--- src/rtl/sprite_line_scan_pkg.sv ---
// Shared definitions for the sprite line scanner: attribute word layout,
// per-line limits and the scanner state encoding.
package sprite_pkg;

    localparam int ATTR_Y_LSB     = 0;
    localparam int ATTR_Y_MSB     = 7;
    localparam int ATTR_X_LSB     = 8;
    localparam int ATTR_X_MSB     = 15;
    localparam int ATTR_H_LSB     = 16;
    localparam int ATTR_H_MSB     = 19;
    localparam int ATTR_VALID_BIT = 20;

    localparam int ROW_W = ATTR_H_MSB - ATTR_H_LSB + 1;

    localparam logic [3:0] MAX_HITS_PER_LINE = 4'd8;
    localparam int         NUM_SPRITES       = 256;

    localparam logic [1:0] ST_IDLE   = 2'd0;
    localparam logic [1:0] ST_FETCH  = 2'd1;
    localparam logic [1:0] ST_EVAL   = 2'd2;
    localparam logic [1:0] ST_FINISH = 2'd3;

endpackage

--- src/rtl/sprite_line_scan_if.sv ---
// Bus between the scanner, the external sprite counter, the attribute RAM
// and the line sprite buffer.
interface sprite_line_scan_if;
    logic        start;
    logic [7:0]  line_y;
    logic [7:0]  sprite_num;
    logic        cnt_done;
    logic [31:0] attr_rdata;
    logic [7:0]  attr_raddr;
    logic        next;
    logic        hit_wr;
    logic [7:0]  hit_id;
    logic [7:0]  hit_x;
    logic [3:0]  hit_row;
    logic        busy;
    logic        scan_done;
    logic        overflow;

    modport slave (
        input  start, line_y, sprite_num, cnt_done, attr_rdata,
        output attr_raddr, next, hit_wr, hit_id, hit_x, hit_row,
               busy, scan_done, overflow
    );

    modport master (
        output start, line_y, sprite_num, cnt_done, attr_rdata,
        input  attr_raddr, next, hit_wr, hit_id, hit_x, hit_row,
               busy, scan_done, overflow
    );
endinterface

--- src/rtl/sprite_line_scan_y_match.sv ---
// Combinational vertical range test of one sprite against the scanline.
// Done in 9 bits so sprites running past line 255 clip instead of wrapping.
module sprite_y_match
    import sprite_pkg::*;
(
    input  logic [7:0]       line_y,
    input  logic [7:0]       y,
    input  logic [ROW_W-1:0] height_m1,
    input  logic             valid,
    output logic             hit,
    output logic [ROW_W-1:0] row
);

    logic [8:0] w_line9;
    logic [8:0] w_y9;
    logic [8:0] w_diff;

    assign w_line9 = {1'b0, line_y};
    assign w_y9    = {1'b0, y};
    assign w_diff  = w_line9 - w_y9;

    assign hit = valid && (w_line9 >= w_y9) && (w_diff <= {5'b0, height_m1});
    assign row = w_diff[ROW_W-1:0];

endmodule

--- src/rtl/sprite_line_scan.sv ---
// Walks all sprite attributes once per scanline and writes up to eight
// matching sprites into the line buffer, flagging overflow beyond that.
module sprite_line_scan
    import sprite_pkg::*;
(
    input  logic               clk,
    input  logic               rst_n,
    sprite_line_scan_if.slave  bus
);

    // state     | meaning
    // ST_IDLE   | waiting for start
    // ST_FETCH  | address on RAM, waiting one cycle for read data
    // ST_EVAL   | test sprite, pulse next, maybe write a hit
    // ST_FINISH | scan_done pulse, then back to idle

    logic [1:0]       r_state;
    logic [7:0]       r_line_y;
    logic [3:0]       r_hit_count;
    logic             r_overflow;
    logic             r_hit_wr;
    logic [7:0]       r_hit_id;
    logic [7:0]       r_hit_x;
    logic [ROW_W-1:0] r_hit_row;

    logic             w_hit;
    logic [ROW_W-1:0] w_row;
    logic             w_unused_attr;

    assign w_unused_attr = &{1'b0, bus.attr_rdata[31:ATTR_VALID_BIT+1]};

    sprite_y_match u_y_match (
        .line_y    (r_line_y),
        .y         (bus.attr_rdata[ATTR_Y_MSB:ATTR_Y_LSB]),
        .height_m1 (bus.attr_rdata[ATTR_H_MSB:ATTR_H_LSB]),
        .valid     (bus.attr_rdata[ATTR_VALID_BIT]),
        .hit       (w_hit),
        .row       (w_row)
    );

    always_ff @(posedge clk) begin
        if (!rst_n) begin
            r_state     <= ST_IDLE;
            r_line_y    <= 8'd0;
            r_hit_count <= 4'd0;
            r_overflow  <= 1'b0;
            r_hit_wr    <= 1'b0;
            r_hit_id    <= 8'd0;
            r_hit_x     <= 8'd0;
            r_hit_row   <= '0;
        end else begin
            r_hit_wr <= 1'b0;
            case (r_state)
                ST_IDLE: begin
                    if (bus.start) begin
                        r_line_y    <= bus.line_y;
                        r_hit_count <= 4'd0;
                        r_overflow  <= 1'b0;
                        r_state     <= ST_FETCH;
                    end
                end
                ST_FETCH: r_state <= ST_EVAL;
                ST_EVAL: begin
                    if (w_hit) begin
                        if (r_hit_count < MAX_HITS_PER_LINE) begin
                            r_hit_wr    <= 1'b1;
                            r_hit_id    <= bus.sprite_num;
                            r_hit_x     <= bus.attr_rdata[ATTR_X_MSB:ATTR_X_LSB];
                            r_hit_row   <= w_row;
                            r_hit_count <= r_hit_count + 4'd1;
                        end else begin
                            r_overflow <= 1'b1;
                        end
                    end
                    r_state <= bus.cnt_done ? ST_FINISH : ST_FETCH;
                end
                ST_FINISH: r_state <= ST_IDLE;
                default:   r_state <= ST_IDLE;
            endcase
        end
    end

    // next is decoded from state so the counter advances on the same edge
    // that leaves EVAL, keeping the RAM address ready for the following FETCH.
    assign bus.attr_raddr = bus.sprite_num;
    assign bus.next       = (r_state == ST_EVAL);
    assign bus.busy       = (r_state != ST_IDLE);
    assign bus.scan_done  = (r_state == ST_FINISH);
    assign bus.hit_wr     = r_hit_wr;
    assign bus.hit_id     = r_hit_id;
    assign bus.hit_x      = r_hit_x;
    assign bus.hit_row    = r_hit_row;
    assign bus.overflow   = r_overflow;

endmodule

--- src/flat_wrapper.sv ---
// flat-port wrapper written by rule: the top's interface ports become plain ports
module sprite_line_scan_flat import sprite_pkg::*;
  (clk, rst_n, bus_start, bus_line_y, bus_sprite_num, bus_cnt_done, bus_attr_rdata, bus_attr_raddr, bus_next, bus_hit_wr, bus_hit_id, bus_hit_x, bus_hit_row, bus_busy, bus_scan_done, bus_overflow);
  sprite_line_scan_if bus_i ();
  input  logic clk;
  input  logic rst_n;
  input wire logic [$bits(bus_i.start)-1:0] bus_start;
  input wire logic [$bits(bus_i.line_y)-1:0] bus_line_y;
  input wire logic [$bits(bus_i.sprite_num)-1:0] bus_sprite_num;
  input wire logic [$bits(bus_i.cnt_done)-1:0] bus_cnt_done;
  input wire logic [$bits(bus_i.attr_rdata)-1:0] bus_attr_rdata;
  output wire logic [$bits(bus_i.attr_raddr)-1:0] bus_attr_raddr;
  output wire logic [$bits(bus_i.next)-1:0] bus_next;
  output wire logic [$bits(bus_i.hit_wr)-1:0] bus_hit_wr;
  output wire logic [$bits(bus_i.hit_id)-1:0] bus_hit_id;
  output wire logic [$bits(bus_i.hit_x)-1:0] bus_hit_x;
  output wire logic [$bits(bus_i.hit_row)-1:0] bus_hit_row;
  output wire logic [$bits(bus_i.busy)-1:0] bus_busy;
  output wire logic [$bits(bus_i.scan_done)-1:0] bus_scan_done;
  output wire logic [$bits(bus_i.overflow)-1:0] bus_overflow;
  assign bus_i.start = bus_start;
  assign bus_i.line_y = bus_line_y;
  assign bus_i.sprite_num = bus_sprite_num;
  assign bus_i.cnt_done = bus_cnt_done;
  assign bus_i.attr_rdata = bus_attr_rdata;
  assign bus_attr_raddr = bus_i.attr_raddr;
  assign bus_next = bus_i.next;
  assign bus_hit_wr = bus_i.hit_wr;
  assign bus_hit_id = bus_i.hit_id;
  assign bus_hit_x = bus_i.hit_x;
  assign bus_hit_row = bus_i.hit_row;
  assign bus_busy = bus_i.busy;
  assign bus_scan_done = bus_i.scan_done;
  assign bus_overflow = bus_i.overflow;
  sprite_line_scan u_core (.clk(clk), .rst_n(rst_n), .bus(bus_i));
endmodule
--- config.mk ---
export PLATFORM = sky130hd
export DESIGN_NAME = sprite_line_scan_flat
export DESIGN_NICKNAME = d
export VERILOG_FILES = /design/src/rtl/sprite_line_scan_pkg.sv /design/src/rtl/sprite_line_scan_if.sv /design/src/rtl/sprite_line_scan_y_match.sv /design/src/rtl/sprite_line_scan.sv /design/src/flat_wrapper.sv
export SDC_FILE = /design/constraint.sdc
export NUM_CORES = 1
export LEC_CHECK = 0
export BUFFER_PORTS_ARGS = -buffer_cell sky130_fd_sc_hd__buf_2
export CORE_MARGIN = 4
export CORE_UTILIZATION = 51
export DETAILED_ROUTE_END_ITERATION = 8
export GPL_TIMING_DRIVEN = 0
export PLACE_DENSITY = 0.93
export SETUP_SLACK_MARGIN = 0.3
export SLEW_MARGIN = 20
export SYNTH_ARGS = -nofsm -noshare
export SYNTH_HDL_FRONTEND = slang
export SYNTH_SLANG_ARGS = --single-unit
--- constraint.sdc ---
create_clock -name clk -period 6.6 [get_ports clk]
set_clock_uncertainty 0.05 [all_clocks]
set_input_delay 0.99 -clock clk [delete_from_list [all_inputs] [get_ports clk]]
set_output_delay 0.99 -clock clk [all_outputs]
set_load 0.02 [all_outputs]
==> flow_metrics.py <==
metrics = {
    "timing": {
        "rsz0062_at_grt": "no",
        "fmax_ghz": 0.2438,
        "fin_crit_sh_pct": 62.15,
        "tightest_slew_ps": 684.1,
        "hold_violations": 0,
        "setup_tns_ps": 0,
        "layout_min_cycle_time_ps": 4102,
        "drv_slew": 0,
        "setup_viol": 0,
        "setup_slack_ps": 2498,
        "max_slew_margin_pct": 53.97,
    },
    "logic_synthesis": {
        "synth_cells": 226,
        "synthAdderAreaFrac_pct": 9.898,
        "synth_edf_count": 0,
        "synthSimpleGateAreaFrac_pct": 19.80,
        "syn_nets": 293,
        "synth_mux_area_share_pct": 10.66,
        "synth_flop_cell": "dfxtp_1",
        "avgSynthCellArea_sq_um": 8.725,
        "seq_area_frac_synth_pct": 36.55,
        "synth.distinct_cells": 41,
        "ys_warn_count": 0,
        "synth_compound_area_share_pct": 13.32,
        "ys_ff_latch": 36,
        "async_reset_ff_share_pct": 0,
        "synthXorXnorAreaFrac_pct": 1.332,
        "synth_top_family_by_area": "simple AND/OR/NAND/NOR gates",
        "netlist_area_sq_um": 1972,
    },
    "layout": {
        "drive_gt1_share_pct": 32.90,
        "post-route-util_pct": 68.25,
        "nets": 373,
        "diodes": 0,
        "fillerInstances": 314,
        "syn2layout_area_growth_pct": 27.66,
        "finalNonFillerCells": 355,
    },
    "setup_path": {
        "required_ps": 6720,
        "worstSetupEndpointType": "register",
        "rrSetupSlack_ps": 2940,
        "critPathMaxFanout": 10,
        "cp_slowest_cell": "or4_4",
        "worstPathArrival_ps": 4230,
        "max_stage_delay_ps": 570,
        "worstSetupPathType": "in -> reg",
        "crit_top_cell": "ha_1",
        "worstPathCellList": "buf_2 -> ha_1 -> fa_1 -> inv_1 -> ha_1 -> nor2b_1 -> o21ai_0 -> a21oi_1 -> or4_4 -> nor4_4 -> buf_6 -> mux2i_1 -> nor2_1",
        "cp-start-kind": "primary input",
    },
    "route": {
        "dr_total_vias": 1838,
        "routed_wirelength_um": 4589,
        "viasPerCell": 5.177,
        "detail-route-antenna-nets": 0,
        "wl_per_cell_um": 12.93,
        "remaining_drc_errors": 0,
        "drtPass1Iterations": 4,
        "drt-initial-drc-count": 82,
    },
    "power": {
        "p_total_mw": 0.5310,
        "ir_drop_mv": 0.1452,
        "p_sw_share_pct": 28.23,
        "internal-power_mw": 0.3812,
        "seqPwrFrac_pct": 42.4,
        "combPwrFrac_pct": 19.8,
        "switching_power_mw": 0.1499,
        "power_density_nw_per_um2": 210.9,
        "clockPowerShare_pct": 37.8,
        "power.leakage_nw": 1.195,
    },
    "clocking": {
        "clockRootBuffer": "clkbuf_8",
        "cts_buffer_depth": 2,
        "numCtsBuffers": 5,
        "cts_tree": "yes",
        "clkTransAtPathRegs_ps": 80,
        "cts_sinks": 36,
        "post_cts_resized": 0,
        "htree_levels": 2,
        "post_cts_buffers": 0,
        "clock_latency_ps": 290,
        "cts_hold_buf": 0,
    },
    "floorplanning": {
        "fp.coreArea_sq_um": 3689,
        "num_rows": 22,
        "die_h_um": 70.18,
        "start_util_pct": 53.46,
        "die_width_um": 70.18,
        "boundaryPins": 85,
        "die-area_sq_um": 4925,
    },
    "global_routing": {
        "antenna_found_initial": 0,
        "grt_pass1_vias": 1796,
        "grt_pass1_wl_um": 7700,
        "grt_max_degree": 14,
        "grt_overflow": 0,
        "grt_util_all_layers_pct": 19.11,
    },
    "place": {
        "preCtsSetupSlack_ps": 2158,
        "dp_cells": 347,
        "gp_congestion": 0.8281,
        "io_buffers": 73,
        "hpwl_um": 3564,
    },
    "flow_run": {
        "cap_violations": 0,
    },
    "hold_path": {
        "hold_path_class": "reg -> reg",
    },
    "outcome": {
        "status": "finished, final reports clean",
    },
}
[cell type report]
| cell class | count | area [sq um] | area share (%) |
|---|---|---|---|
| Timing Repair Buffer | 73 | 365.4 | 14.51 |
| Clock buffer | 5 | 68.82 | 2.734 |
| Inverter | 17 | 63.81 | 2.535 |
| Tap cell | 48 | 60.06 | 2.386 |
| Sequential cell | 36 | 720.7 | 28.63 |
| Buffer | 15 | 102.6 | 4.076 |
| Multi-Input combinational cell | 158 | 1090 | 43.29 |
| Clock inverter | 3 | 46.29 | 1.839 |
[metrics by stage]
stage | area, sq um | hold WS (ps)
finish | 2517 | 413.0
global route | 2517 | 436.4
CTS | 2512 | 414.0
detailed placement | 2397 | 402.8
global placement | 2397 | 394.9
floorplan | 1972 | 386.3
[final timing paths]
| kind | from | endpoint | depth (start not counted) |
|---|---|---|---|
| setup reg to reg | u_core.r_line_y[0] | u_core.bus.hit_id[0] | 13 |
| hold / removal | u_core.r_line_y[5] | u_core.r_line_y[5] | 2 |
| hold reg to reg | u_core.r_line_y[5] | u_core.r_line_y[5] | 2 |
| setup / recovery | bus_attr_rdata[0] | u_core.bus.hit_id[0] | 13 |
[sequential cells by signal, indices dropped and copies added, names as in the netlist]
| register | flops |
|---|---|
| u_core.bus.hit_x | 8 |
| u_core.bus.hit_row | 4 |
| u_core.bus.overflow | 1 |
| u_core.r_line_y | 8 |
| u_core.r_state | 2 |
| u_core.r_hit_count | 4 |
| u_core.bus.hit_id | 8 |
| u_core.bus.hit_wr | 1 |
[per-layer routing]
layer,vias to the layer above,track usage [%],wire [um]
met5,-,0,0
met4,0,6.383,85
met3,9,5.468,335
met2,54,34.10,2282
met1,858,21.65,1886
li1,917,-,-
[cells by family after synthesis]
logic type,after synthesis
AOI/OAI and AO/OA,38
xor gates and xnor gates,3
adders and majority gates,15
buffers and inverters,32
DFF,36
muxes,21
and+or+nand+nor,81
[cell usage after synthesis, drive strengths merged, types with 2 or more instances]
master | count | area share [%]
or2 | 2 | 0.63
xnor2 | 3 | 1.3
mux2i | 21 | 11
a211oi | 3 | 1.6
nor3 | 3 | 0.76
nand2 | 22 | 4.2
and2 | 3 | 0.95
o21ai | 7 | 1.8
a311oi | 2 | 0.89
nand2b | 5 | 1.6
clkbuf | 4 | 0.76
dfxtp | 36 | 37
inv | 17 | 3.2
nor4 | 2 | 1.4
nor2b | 4 | 1.3
a31oi | 5 | 1.6
a21o | 3 | 1.1
buf | 11 | 4.4
ha | 14 | 8.9
a21oi | 14 | 4.1
nor2 | 33 | 6.4
[cells in the final DEF, fill, tap and decap left out, drive strengths merged, types with 3 or more instances in the layout]
master / instances
a211oi: 3
a21o: 3
a21oi: 14
a31oi: 5
and2: 3
buf: 84
clkbuf: 9
dfxtp: 36
ha: 14
inv: 18
mux2i: 21
nand2: 22
nand2b: 5
nor2: 33
nor2b: 4
nor3: 3
o21ai: 7
xnor2: 3
[power by group through the flow]
stage	logic (mW)	clock network (mW)	registers, mW
final	0.105	0.201	0.225
after global routing	0.119	0.210	0.226
after CTS	0.105	0.202	0.225
after detailed placement	0.104	0	0.230
after global placement	0.0997	0	0.230
after floorplan	0.0726	0	0.229
[worst max-delay path: cells and delay by family]
kind / cells / cell delay, ps
simple gates: 4 / 1330
fa+ha+maj: 3 / 1030
compound gates: 2 / 240
mux: 1 / 210
buf+inv: 3 / 440
Power figures use the tool's default switching activity.
